`src/rtl/rs_array.sv`:
```
// Reservation station: DEPTH entries wait for CDB wake-up and issue the oldest ready entry.
// Optional macro RS_WAKEUP_BYPASS_EN lets an entry issue in the same cycle the CDB wakes it.
module rs_array #(
  parameter int unsigned DEPTH = 4,
  parameter int unsigned NSRC  = 2,
  parameter int unsigned DW    = 8,
  parameter int unsigned TAGW  = 4
) (
  input  logic                         clk,
  input  logic                         rst,
  input  logic                         i_disp_valid,
  output logic                         o_disp_ready,
  input  logic [DW-1:0]                i_disp_operand,
  input  logic [DW-1:0]                i_disp_wbs,
  input  logic [DW-1:0]                i_disp_flag,
  input  logic [TAGW-1:0]              i_disp_robid,
  input  logic [NSRC-1:0]              i_disp_srcrdy,
  input  logic [NSRC*TAGW-1:0]         i_disp_srctag,
  input  logic [NSRC*DW-1:0]           i_disp_srcval,
  input  logic                         i_cdb_valid,
  input  logic [TAGW-1:0]              i_cdb_tag,
  input  logic [DW-1:0]                i_cdb_val,
  output logic                         o_iss_valid,
  input  logic                         i_iss_ready,
  output logic [DW-1:0]                o_iss_operand,
  output logic [DW-1:0]                o_iss_wbs,
  output logic [DW-1:0]                o_iss_flag,
  output logic [TAGW-1:0]              o_iss_robid,
  output logic [NSRC*DW-1:0]           o_iss_srcval,
  input  logic                         i_flush,
  output logic [$clog2(DEPTH+1)-1:0]   o_count,
  output logic                         o_full,
  output logic                         o_empty
);

  localparam int unsigned CW = $clog2(DEPTH + 1);
  localparam int unsigned IW = (DEPTH > 1) ? $clog2(DEPTH) : 1;

  logic [DEPTH-1:0] r_busy;
  logic [NSRC-1:0]  r_rdy     [DEPTH];
  logic [TAGW-1:0]  r_tag     [DEPTH][NSRC];
  logic [DW-1:0]    r_val     [DEPTH][NSRC];
  logic [DW-1:0]    r_operand [DEPTH];
  logic [DW-1:0]    r_wbs     [DEPTH];
  logic [DW-1:0]    r_flag    [DEPTH];
  logic [TAGW-1:0]  r_robid   [DEPTH];
  // r_age[i][j] set means entry i was dispatched before entry j
  logic [DEPTH-1:0] r_age     [DEPTH];

  logic [NSRC-1:0]  w_hit     [DEPTH];
  logic [NSRC-1:0]  w_src_rdy [DEPTH];
  logic [DW-1:0]    w_src_val [DEPTH][NSRC];
  logic [DEPTH-1:0] w_elig;
  logic [DEPTH-1:0] w_sel;
  logic             w_iss_valid;
  logic             w_iss_fire;
  logic             w_disp_fire;
  logic [IW-1:0]    w_free_idx;
  logic [CW-1:0]    w_count;
  logic [NSRC-1:0]  w_dsrc_rdy;
  logic [DW-1:0]    w_dsrc_val [NSRC];

  always_comb begin
    for (int i = 0; i < DEPTH; i++) begin
      for (int s = 0; s < NSRC; s++) begin
        w_hit[i][s] = r_busy[i] && i_cdb_valid && !r_rdy[i][s] && (r_tag[i][s] == i_cdb_tag);
`ifdef RS_WAKEUP_BYPASS_EN
        w_src_rdy[i][s] = r_rdy[i][s] | w_hit[i][s];
        w_src_val[i][s] = r_rdy[i][s] ? r_val[i][s] : i_cdb_val;
`else
        w_src_rdy[i][s] = r_rdy[i][s];
        w_src_val[i][s] = r_val[i][s];
`endif
      end
      w_elig[i] = r_busy[i] & (&w_src_rdy[i]);
    end
  end

  // Oldest eligible entry wins: drop any candidate that has an older eligible peer
  always_comb begin
    for (int i = 0; i < DEPTH; i++) begin
      w_sel[i] = w_elig[i];
      for (int j = 0; j < DEPTH; j++) begin
        if (j != i && w_elig[j] && r_age[j][i]) w_sel[i] = 1'b0;
      end
    end
  end

  assign w_iss_valid  = (|w_sel) & ~i_flush;
  assign w_iss_fire   = w_iss_valid & i_iss_ready;
  assign o_iss_valid  = w_iss_valid;
  assign o_full       = (w_count == CW'(DEPTH));
  assign o_empty      = (w_count == '0);
  assign o_count      = w_count;
  assign o_disp_ready = ~o_full;
  assign w_disp_fire  = i_disp_valid & o_disp_ready;

  always_comb begin
    o_iss_operand = '0;
    o_iss_wbs     = '0;
    o_iss_flag    = '0;
    o_iss_robid   = '0;
    o_iss_srcval  = '0;
    for (int i = 0; i < DEPTH; i++) begin
      if (w_iss_valid && w_sel[i]) begin
        o_iss_operand = o_iss_operand | r_operand[i];
        o_iss_wbs     = o_iss_wbs | r_wbs[i];
        o_iss_flag    = o_iss_flag | r_flag[i];
        o_iss_robid   = o_iss_robid | r_robid[i];
        for (int s = 0; s < NSRC; s++) begin
          o_iss_srcval[s*DW +: DW] = o_iss_srcval[s*DW +: DW] | w_src_val[i][s];
        end
      end
    end
  end

  always_comb begin
    w_free_idx = '0;
    w_count    = '0;
    for (int i = DEPTH - 1; i >= 0; i--) begin
      if (!r_busy[i]) w_free_idx = IW'(i);
    end
    for (int i = 0; i < DEPTH; i++) begin
      w_count = w_count + CW'(r_busy[i]);
    end
  end

  // A source broadcast on the CDB in the dispatch cycle is captured as ready
  always_comb begin
    for (int s = 0; s < NSRC; s++) begin
      w_dsrc_rdy[s] = i_disp_srcrdy[s] |
                      (i_cdb_valid && (i_disp_srctag[s*TAGW +: TAGW] == i_cdb_tag));
      w_dsrc_val[s] = i_disp_srcrdy[s] ? i_disp_srcval[s*DW +: DW] : i_cdb_val;
    end
  end

  always_ff @(posedge clk) begin
    if (rst) begin
      r_busy <= '0;
      for (int i = 0; i < DEPTH; i++) begin
        r_rdy[i]     <= '0;
        r_age[i]     <= '0;
        r_operand[i] <= '0;
        r_wbs[i]     <= '0;
        r_flag[i]    <= '0;
        r_robid[i]   <= '0;
        for (int s = 0; s < NSRC; s++) begin
          r_tag[i][s] <= '0;
          r_val[i][s] <= '0;
        end
      end
    end else if (i_flush) begin
      r_busy <= '0;
    end else begin
      for (int i = 0; i < DEPTH; i++) begin
        for (int s = 0; s < NSRC; s++) begin
          if (w_hit[i][s]) begin
            r_rdy[i][s] <= 1'b1;
            r_val[i][s] <= i_cdb_val;
          end
        end
      end
      if (w_iss_fire) r_busy <= r_busy & ~w_sel;
      if (w_disp_fire) begin
        r_busy[w_free_idx]    <= 1'b1;
        r_operand[w_free_idx] <= i_disp_operand;
        r_wbs[w_free_idx]     <= i_disp_wbs;
        r_flag[w_free_idx]    <= i_disp_flag;
        r_robid[w_free_idx]   <= i_disp_robid;
        r_rdy[w_free_idx]     <= w_dsrc_rdy;
        for (int s = 0; s < NSRC; s++) begin
          r_tag[w_free_idx][s] <= i_disp_srctag[s*TAGW +: TAGW];
          r_val[w_free_idx][s] <= w_dsrc_val[s];
        end
        // Newest entry is younger than everything already present
        r_age[w_free_idx] <= '0;
        for (int j = 0; j < DEPTH; j++) begin
          if (j != int'(w_free_idx)) r_age[j][w_free_idx] <= 1'b1;
        end
      end
    end
  end

endmodule

```
`config.mk`:
```
export PLATFORM = sky130hd
export DESIGN_NAME = rs_array
export DESIGN_NICKNAME = d
export VERILOG_FILES = /design/src/rtl/rs_array.sv
export SDC_FILE = /design/constraint.sdc
export NUM_CORES = 1
export LEC_CHECK = 0
export BUFFER_PORTS_ARGS = -buffer_cell sky130_fd_sc_hd__buf_2
export CORE_UTILIZATION = 65
export CTS_BUF_LIST = sky130_fd_sc_hd__clkbuf_4
export DETAILED_ROUTE_END_ITERATION = 16
export GPL_ROUTABILITY_DRIVEN = 0
export PLACE_DENSITY_LB_ADDON = 0.3
export SLEW_MARGIN = 20
export SYNTH_ARGS = -nofsm -noshare
export SYNTH_HDL_FRONTEND = slang
export SYNTH_SLANG_ARGS = --single-unit
```
`constraint.sdc`:
```
create_clock -name clk -period 5.1 [get_ports clk]
set_clock_uncertainty 0.1 [all_clocks]
set_input_delay 0.51 -clock clk [delete_from_list [all_inputs] [get_ports clk]]
set_output_delay 0.51 -clock clk [all_outputs]
set_load 0.02 [all_outputs]
```
==> load_flow_metrics.sql, run 1 <==
INSERT INTO impl_metrics (metric_group, metric, value, unit) VALUES
('timing', 'timing_hold_violations_final', '0', ''),
('clocking', 'hold_buffers', '0', ''),
('worst_setup_path', 'critPathMostFrequentCell', 'sky130_fd_sc_hd__nand2_1', ''),
('synthesis', 'synth_area', '0.0108', 'mm²'),
('finish', 'antenna_cells', '0', ''),
('timing', 'finalCriticalPeriod', '4.16', 'ns'),
('power', 'power.static_leakage', '0.00523', 'µW'),
('detailed_routing', 'post-route-drc-count', '0', ''),
('clocking', 'post-cts-setup-buffers', '0', ''),
('die', 'fp-row-count', '46', ''),
('finish', 'layout_overhead_on_the_synthesized_area', '13.5', '%'),
('placement', 'portBuffers', '122', ''),
('die', 'die_x', '131', 'µm'),
('grt', 'first_global_vias', '7528', ''),
('timing', 'maxSlewHeadroom', '31.8', '%'),
('placement', 'detailed_placement_hpwl', '16.4', 'mm'),
('clocking', 'insertion_delay', '0.67', 'ns'),
('worst_setup_path', 'crit_slowest_cell', 'sky130_fd_sc_hd__nand2_1', ''),
('die', 'pin_count', '123', ''),
('worst_setup_path', 'setup.reg_to_reg.worst_slack', '0.94', 'ns'),
('synthesis', 'ys_dominant_reg_cell', 'sky130_fd_sc_hd__edfxtp_1', ''),
('synthesis', 'synth_nets', '975', ''),
('die', 'fp.dieH', '131', 'µm'),
('detailed_routing', 'detail-route-antenna-nets', '0', ''),
('finish', 'fill_cell_total_of_the_finished_layout', '1044', ''),
('timing', 'final_max_slew_viol_count', '0', ''),
('synthesis', 'synth_area_leaders', 'sky130_fd_sc_hd__edfxtp_1 (58%), sky130_fd_sc_hd__a22oi_1 (6.1%), sky130_fd_sc_hd__and2_1 (4.7%)', ''),
('timing', 'setup_viol', '0', ''),
('detailed_routing', 'dr.pass1.iters', '5', ''),
('timing', 'timing_worst_slew_pin_value', '1.01', 'ns'),
('finish', 'final_net_count', '1095', ''),
('flow_run', 'drv.max_cap_violation_count', '0', ''),
('detailed_routing', 'vias', '8016', ''),
('timing', 'maxClockFrequency', '241', 'MHz'),
('synthesis', 'synth_top_area_share', '58.3', '%'),
('worst_setup_path', 'crit_path_end_kind', 'register', ''),
('synthesis', 'ys_seq_area_share', '62.4', '%'),
('worst_setup_path', 'critPathRequiredTime', '5.39', 'ns'),
('detailed_routing', 'routed_wire_length_per_instance', '20.2', 'µm'),
('detailed_routing', 'routed_wl', '25.8', 'mm'),
('run_status', 'status', 'finished, final reports clean', ''),
('clocking', 'cts-buffers-inserted', '54', ''),
('synthesis', 'yosys_warnings', '0', ''),
('worst_setup_path', 'setup.worst_path.class', 'reg2reg', ''),
('grt', 'grt_max_degree', '85', ''),
('synthesis', 'cell_count_after_synthesis', '900', ''),
('synthesis', 'synth.largest_area_cell', 'sky130_fd_sc_hd__edfxtp_1', ''),
('power', 'peakVddDrop', '0.000226', 'V'),
('die', 'core_area', '0.0161', 'mm²'),
('grt', 'globalRouteTotalUtil', '31.0', '%'),
('worst_setup_path', 'worst_endpoint_data_arrival_time', '4.45', 'ns'),
('timing', 'rsz_0062_raised_after_global_routing', 'no', ''),
('worst_setup_path', 'max_stage_delay', '0.63', 'ns'),
('grt', 'grt_pass1_wl', '39.6', 'mm'),
('finish', 'post-route-util', '76.4', '%'),
('clocking', 'clock_tree_from_tritoncts', 'yes', ''),
('worst_setup_path', 'path_cells', 'fa_1, ha_1, ha_1, nor2_1, nand2_1, clkinv_1, nor4_2, buf_4, nand2_1, nand2_1, o22ai_1', ''),
('detailed_routing', 'drt_iter0_markers', '909', ''),
('worst_setup_path', 'startpoint_type', 'register', ''),
('timing', 'min_period_over_period', '81.5', '%'),
('synthesis', 'synth_cell_type_count', '51', ''),
('finish', 'regArea', '0.00675', 'mm²'),
('timing', 'final.setup.tns', '0', 'ns'),
('clocking', 'post_cts_resize_count', '0', ''),
('clocking', 'clk_path_buf_depth', '3', ''),
('finish', 'multiInputGateArea', '0.00377', 'mm²'),
('clocking', 'cts.reportedPaths.clkPinSlew', '0.07', 'ns'),
('synthesis', 'synth.cells.most_frequent', 'sky130_fd_sc_hd__edfxtp_1 (210), sky130_fd_sc_hd__nand2_1 (111), sky130_fd_sc_hd__a22oi_1 (88)', ''),
('clocking', 'clkSinkCount', '232', ''),
('synthesis', 'ys_seq_elements', '232', ''),
('die', 'initial_core_util', '67.3', '%');
[logic make-up (layout without fill, tap and decap cells)]
logic type | after synthesis | after routing | share of synthesized area, %
buffers and inverters | 86 | 250 | 3.24
adder cells (fa/ha/maj) | 3 | 3 | 0.417
multiplexers | 15 | 15 | 1.39
AO/OA/AOI/OAI | 182 | 182 | 12.5
flip-flops | 232 | 232 | 62.4
AND/OR/NAND/NOR | 342 | 342 | 16.9
XOR/XNOR | 40 | 40 | 3.24
[routing by layer]
metal	wire [µm]	up-vias	track usage [%]
met2	12700	456	51.8
met1	10200	3852	40.8
li1	-	3644	-
met3	2300	62	6.19
met4	598	2	11.1
met5	13	-	0
[path summary, 6_finish.rpt]
kind                  from      endpoint  cells past startpoint
max              r_busy[3]  r_val[2][12]                     11
min          i_disp_wbs[0]   r_wbs[0][0]                      2
max reg2reg      r_busy[3]  r_val[2][12]                     11
min reg2reg    r_age[2][1]   r_age[2][1]                      2
[registers in the layout, summed over array words and instances (netlist names)]
register / count
r_val: 64
r_operand: 32
r_rdy: 8
r_flag: 32
r_robid: 16
r_tag: 32
r_age: 12
r_wbs: 32
r_busy: 4
[where the power goes]
part / total (µW) / leakage [µW] / switching [µW] / internal [µW]
combinational: 231 / 0.00246 / 160 / 71.6
sequential: 2180 / 0.00235 / 30.8 / 2150
clock: 1460 / 0.000416 / 705 / 756
[layout by cell type, fill, tap and decap left out, types with 2 or more instances in the layout]
cell type and n:
sky130_fd_sc_hd__nor2_1 19, sky130_fd_sc_hd__clkinv_1 14, sky130_fd_sc_hd__and3_1 69, sky130_fd_sc_hd__a31oi_1 3, sky130_fd_sc_hd__o21ai_0 11, sky130_fd_sc_hd__and2_1 81
sky130_fd_sc_hd__nor2_4 3, sky130_fd_sc_hd__inv_1 12, sky130_fd_sc_hd__a21o_1 5, sky130_fd_sc_hd__nor3_1 8, sky130_fd_sc_hd__o221a_2 2, sky130_fd_sc_hd__o22ai_1 30
sky130_fd_sc_hd__nand4b_1 2, sky130_fd_sc_hd__mux2i_1 15, sky130_fd_sc_hd__a211o_1 2, sky130_fd_sc_hd__nand2_1 110, sky130_fd_sc_hd__xnor2_1 25, sky130_fd_sc_hd__buf_2 122
sky130_fd_sc_hd__xor2_1 15, sky130_fd_sc_hd__a22oi_1 88, sky130_fd_sc_hd__a31o_2 2, sky130_fd_sc_hd__o2bb2ai_1 23, sky130_fd_sc_hd__dfxtp_1 22, sky130_fd_sc_hd__buf_4 14
sky130_fd_sc_hd__nand3_1 11, sky130_fd_sc_hd__nand3b_1 2, sky130_fd_sc_hd__nor4_1 3, sky130_fd_sc_hd__nand2b_1 6, sky130_fd_sc_hd__nand4_1 13, sky130_fd_sc_hd__clkbuf_4 85
sky130_fd_sc_hd__a21oi_1 8, sky130_fd_sc_hd__ha_1 2, sky130_fd_sc_hd__o31ai_1 2, sky130_fd_sc_hd__nor2b_1 2, sky130_fd_sc_hd__edfxtp_1 210
[metrics by stage]
stage	instance area (µm²)	setup WS [ns]	cells	hold WS, ns	total power, µW
2_1_floorplan	10800	1.30	900	0.322	2350
3_3_place_gp	11500	1.25	1179	0.338	2440
3_5_place_dp	11600	1.04	1180	0.336	2450
4_1_cts	12300	1.02	1280	0.0138	3890
5_1_grt	12300	0.658	1280	0.0132	4020
6_report	12300	0.942	1280	0.0477	3880
[layout make-up]
cell class | count | share of cell area, %
repair buffers | 137 | 5.99
flip-flops and latches | 232 | 55.0
multi-input cells | 582 | 30.7
well taps | 216 | 2.20
clock buffers | 85 | 5.20
inverters | 13 | 0.398
clock inverters | 15 | 0.489
[critical path, delay by kind of cell (launching register included)]
family / cells / cell delay, ns
AO/OA/AOI/OAI: 1 / 0.09
adder cells (fa/ha/maj): 3 / 1.01
buffers and inverters: 2 / 0.70
flip-flops: 1 / 0.59
AND/OR/NAND/NOR: 5 / 1.38
No activity file was read; power rests on OpenSTA's default activity.
==> run 2, diff against run 1 <==
CORE_UTILIZATION = 61   (was 65)
clock period = 3.9 ns   (was 5.1 ns; I/O delays follow)
==> run 2 against run 1 <==
Die area is 6.5% higher. Sequential share of layout area is 2.2 points lower. First-iteration DRC count is 16% lower. Design area is 4.1% higher. Setup slack worse by 0.61 ns. Register-to-register slack worse by 0.56 ns. Total power is 34% higher. Final cell count is 5.5% higher. Routed wire length is 4.5% higher. Largest cell class unchanged.
==> load_flow_metrics.sql, run 2 (synthesis results as in run 1) <==
INSERT INTO impl_metrics (metric_group, metric, value, unit) VALUES
('run_status', 'status', 'finished, final reports clean', ''),
('clocking', 'cts.reportedPaths.clkPinSlew', '0.08', 'ns'),
('detailed_routing', 'vias', '8194', ''),
('grt', 'grt_pass1_wl', '41.8', 'mm'),
('timing', 'timing_worst_slew_pin_value', '0.811', 'ns'),
('finish', 'final_net_count', '1149', ''),
('die', 'fp-row-count', '48', ''),
('worst_setup_path', 'cp.buffers_inverters', '3', ''),
('min_path', 'worstHoldPathCells', '2', ''),
('worst_setup_path', 'critPathRequiredTime', '3.41', 'ns'),
('worst_setup_path', 'critPathMostFrequentCell', 'sky130_fd_sc_hd__buf_4', ''),
('clocking', 'insertion_delay', '0.70', 'ns'),
('power', 'p_total', '5200', 'µW'),
('grt', 'grt_max_degree', '67', ''),
('clocking', 'cts-buffers-inserted', '58', ''),
('clocking', 'cts_root_buffer_type', 'sky130_fd_sc_hd__clkbuf_4', ''),
('timing', 'final_max_slew_viol_count', '0', ''),
('finish', 'drive_gt1_share', '23.1', '%'),
('detailed_routing', 'dr.pass1.iters', '5', ''),
('worst_setup_path', 'critical_path.reg2reg.endpoint', 'r_wbs[3][6]', ''),
('worst_setup_path', 'worst_endpoint_data_arrival_time', '3.08', 'ns'),
('worst_setup_path', 'setup.reg_to_reg.worst_slack', '0.38', 'ns'),
('worst_setup_path', 'max_stage_delay', '0.51', 'ns'),
('detailed_routing', 'dr_vias_cell', '6.07', ''),
('die', 'die_x', '135', 'µm'),
('finish', 'most_common_library_cell_in_the_layout_ignoring_fill_and_taps', 'sky130_fd_sc_hd__edfxtp_1', ''),
('worst_setup_path', 'path_cells', 'buf_4, and3_1, a22o_1, a2111oi_4, buf_4, a22oi_1, nand2_1, buf_2', ''),
('finish', 'largest_reg_flops', '64', ''),
('timing', 'final.setup.tns', '0', 'ns'),
('min_path', 'hold_start', 'i_cdb_val[7]', ''),
('die', 'fp.dieH', '135', 'µm'),
('power', 'power.static_leakage', '0.00548', 'µW'),
('worst_setup_path', 'critPathMaxFanout', '44', ''),
('worst_setup_path', 'worst_r2r_startpoint', 'r_busy[0]', ''),
('worst_setup_path', 'crit_slowest_cell', 'sky130_fd_sc_hd__buf_4', ''),
('grt', 'first_global_vias', '8050', ''),
('clocking', 'clk_path_buf_depth', '3', ''),
('placement', 'detailed_placement_hpwl', '16.6', 'mm'),
('detailed_routing', 'drt_iter0_markers', '761', ''),
('detailed_routing', 'routed_wire_length_per_instance', '20.0', 'µm'),
('worst_setup_path', 'path_delay_family', 'buffers and inverters', ''),
('detailed_routing', 'post-route-drc-count', '0', ''),
('clocking', 'h-tree-depth', '2', ''),
('timing', 'min_period_over_period', '91.5', '%'),
('die', 'die_area', '0.0183', 'mm²'),
('clocking', 'clkSinkCount', '232', ''),
('detailed_routing', 'routed_wl', '27.0', 'mm'),
('timing', 'timing_hold_violations_final', '0', ''),
('die', 'pin_count', '123', ''),
('timing', 'rsz_0062_raised_after_global_routing', 'no', ''),
('die', 'core_area', '0.0173', 'mm²'),
('timing', 'setup_viol', '0', ''),
('finish', 'layout_overhead_on_the_synthesized_area', '18.2', '%'),
('timing', 'final.hold.worst_slack', '0.0338', 'ns'),
('timing', 'finalCriticalPeriod', '3.57', 'ns'),
('finish', 'fill_cell_total_of_the_finished_layout', '1181', ''),
('grt', 'grt_overflow', '0', ''),
('worst_setup_path', 'setup.worst_path.class', 'reg2out', ''),
('grt', 'antenna_found_initial', '1', ''),
('clocking', 'clock_tree_from_tritoncts', 'yes', ''),
('timing', 'maxClockFrequency', '280', 'MHz'),
('grt', 'globalRouteTotalUtil', '30.2', '%'),
('placement', 'portBuffers', '122', ''),
('flow_run', 'drv.max_cap_violation_count', '0', ''),
('finish', 'most_frequent_cells_in_the_layout', 'sky130_fd_sc_hd__edfxtp_1 (210), sky130_fd_sc_hd__buf_2 (122), sky130_fd_sc_hd__nand2_1 (111)', ''),
('power', 'peakVddDrop', '0.000273', 'V'),
('worst_setup_path', 'startpoint_type', 'register', ''),
('min_path', 'min_to', 'r_val[2][7]', ''),
('clocking', 'post-cts-setup-buffers', '0', ''),
('power', 'power-per-cell-area', '407', 'mW/mm²'),
('worst_setup_path', 'crit_path_end_kind', 'primary output', ''),
('timing', 'maxSlewHeadroom', '45.8', '%'),
('detailed_routing', 'detail-route-antenna-nets', '0', ''),
('die', 'initial_core_util', '62.5', '%'),
('worst_setup_path', 'rr_worst_depth', '10', ''),
('min_path', 'hold_class', 'in2reg', ''),
('finish', 'top_register', 'r_val', '');
==> run 2: timing repair <==
| item | 4_1_cts | 5_1_grt |
|---|---|---|
| hold buffers | 37 | 0 |
| endpoints found under the hold margin | 138 | 0 |
| gates resized for setup | 0 | 0 |
==> run 2: per-layer routing <==
| metal | global-route usage [%] | vias to the layer above | share of wire (%) |
|---|---|---|---|
| met5 | 0 | - | 0 |
| met4 | 11.9 | 0 | 2.5 |
| li1 | - | 3780 | - |
| met2 | 50.6 | 429 | 50 |
| met3 | 6.40 | 60 | 8.7 |
| met1 | 38.5 | 3925 | 39 |
==> run 2: final cells by class <==
type,count,area (µm²),share of cell area (%)
Antenna cell,2,5.00,0.0392
Multi-Input combinational cell,582,3760,29.4
Inverter,13,48.8,0.382
Timing Repair Buffer,187,1190,9.32
Clock inverter,23,96.3,0.754
Clock buffer,87,653,5.11
Tap cell,225,282,2.20
Sequential cell,232,6750,52.8
==> run 2: through the flow <==
step / worst slack (ns) / cell area [µm²] / instances / util [%]
after floorplan: 0.101 / 10800 / 900 / -
after global placement: 0.622 / 11700 / 1202 / 67.4
final: 0.332 / 12800 / 1351 / 73.9
after detailed placement: 0.404 / 11700 / 1202 / 67.4
after CTS: 0.324 / 12800 / 1349 / 73.8
after global routing: 0.196 / 12800 / 1351 / 73.9
==> run 2: where the power goes <==
part	switching [µW]	leakage [µW]	internal (µW)	total, µW
registers	39.0	0.00235	2820	2850
clock network	982	0.000449	1030	2010
logic	218	0.00267	121	339
==> run 2: worst max-delay path by stage <==
stage	depth (start not counted)	startpoint	end
global route	10	r_busy[0]	r_wbs[3][6]
floorplan	10	r_busy[0]	r_flag[0][0]
detailed placement	10	r_busy[0]	r_flag[3][4]
finish	8	r_busy[3]	o_iss_srcval[10]
CTS	8	r_busy[3]	o_iss_srcval[15]
global placement	10	r_busy[0]	r_wbs[3][2]
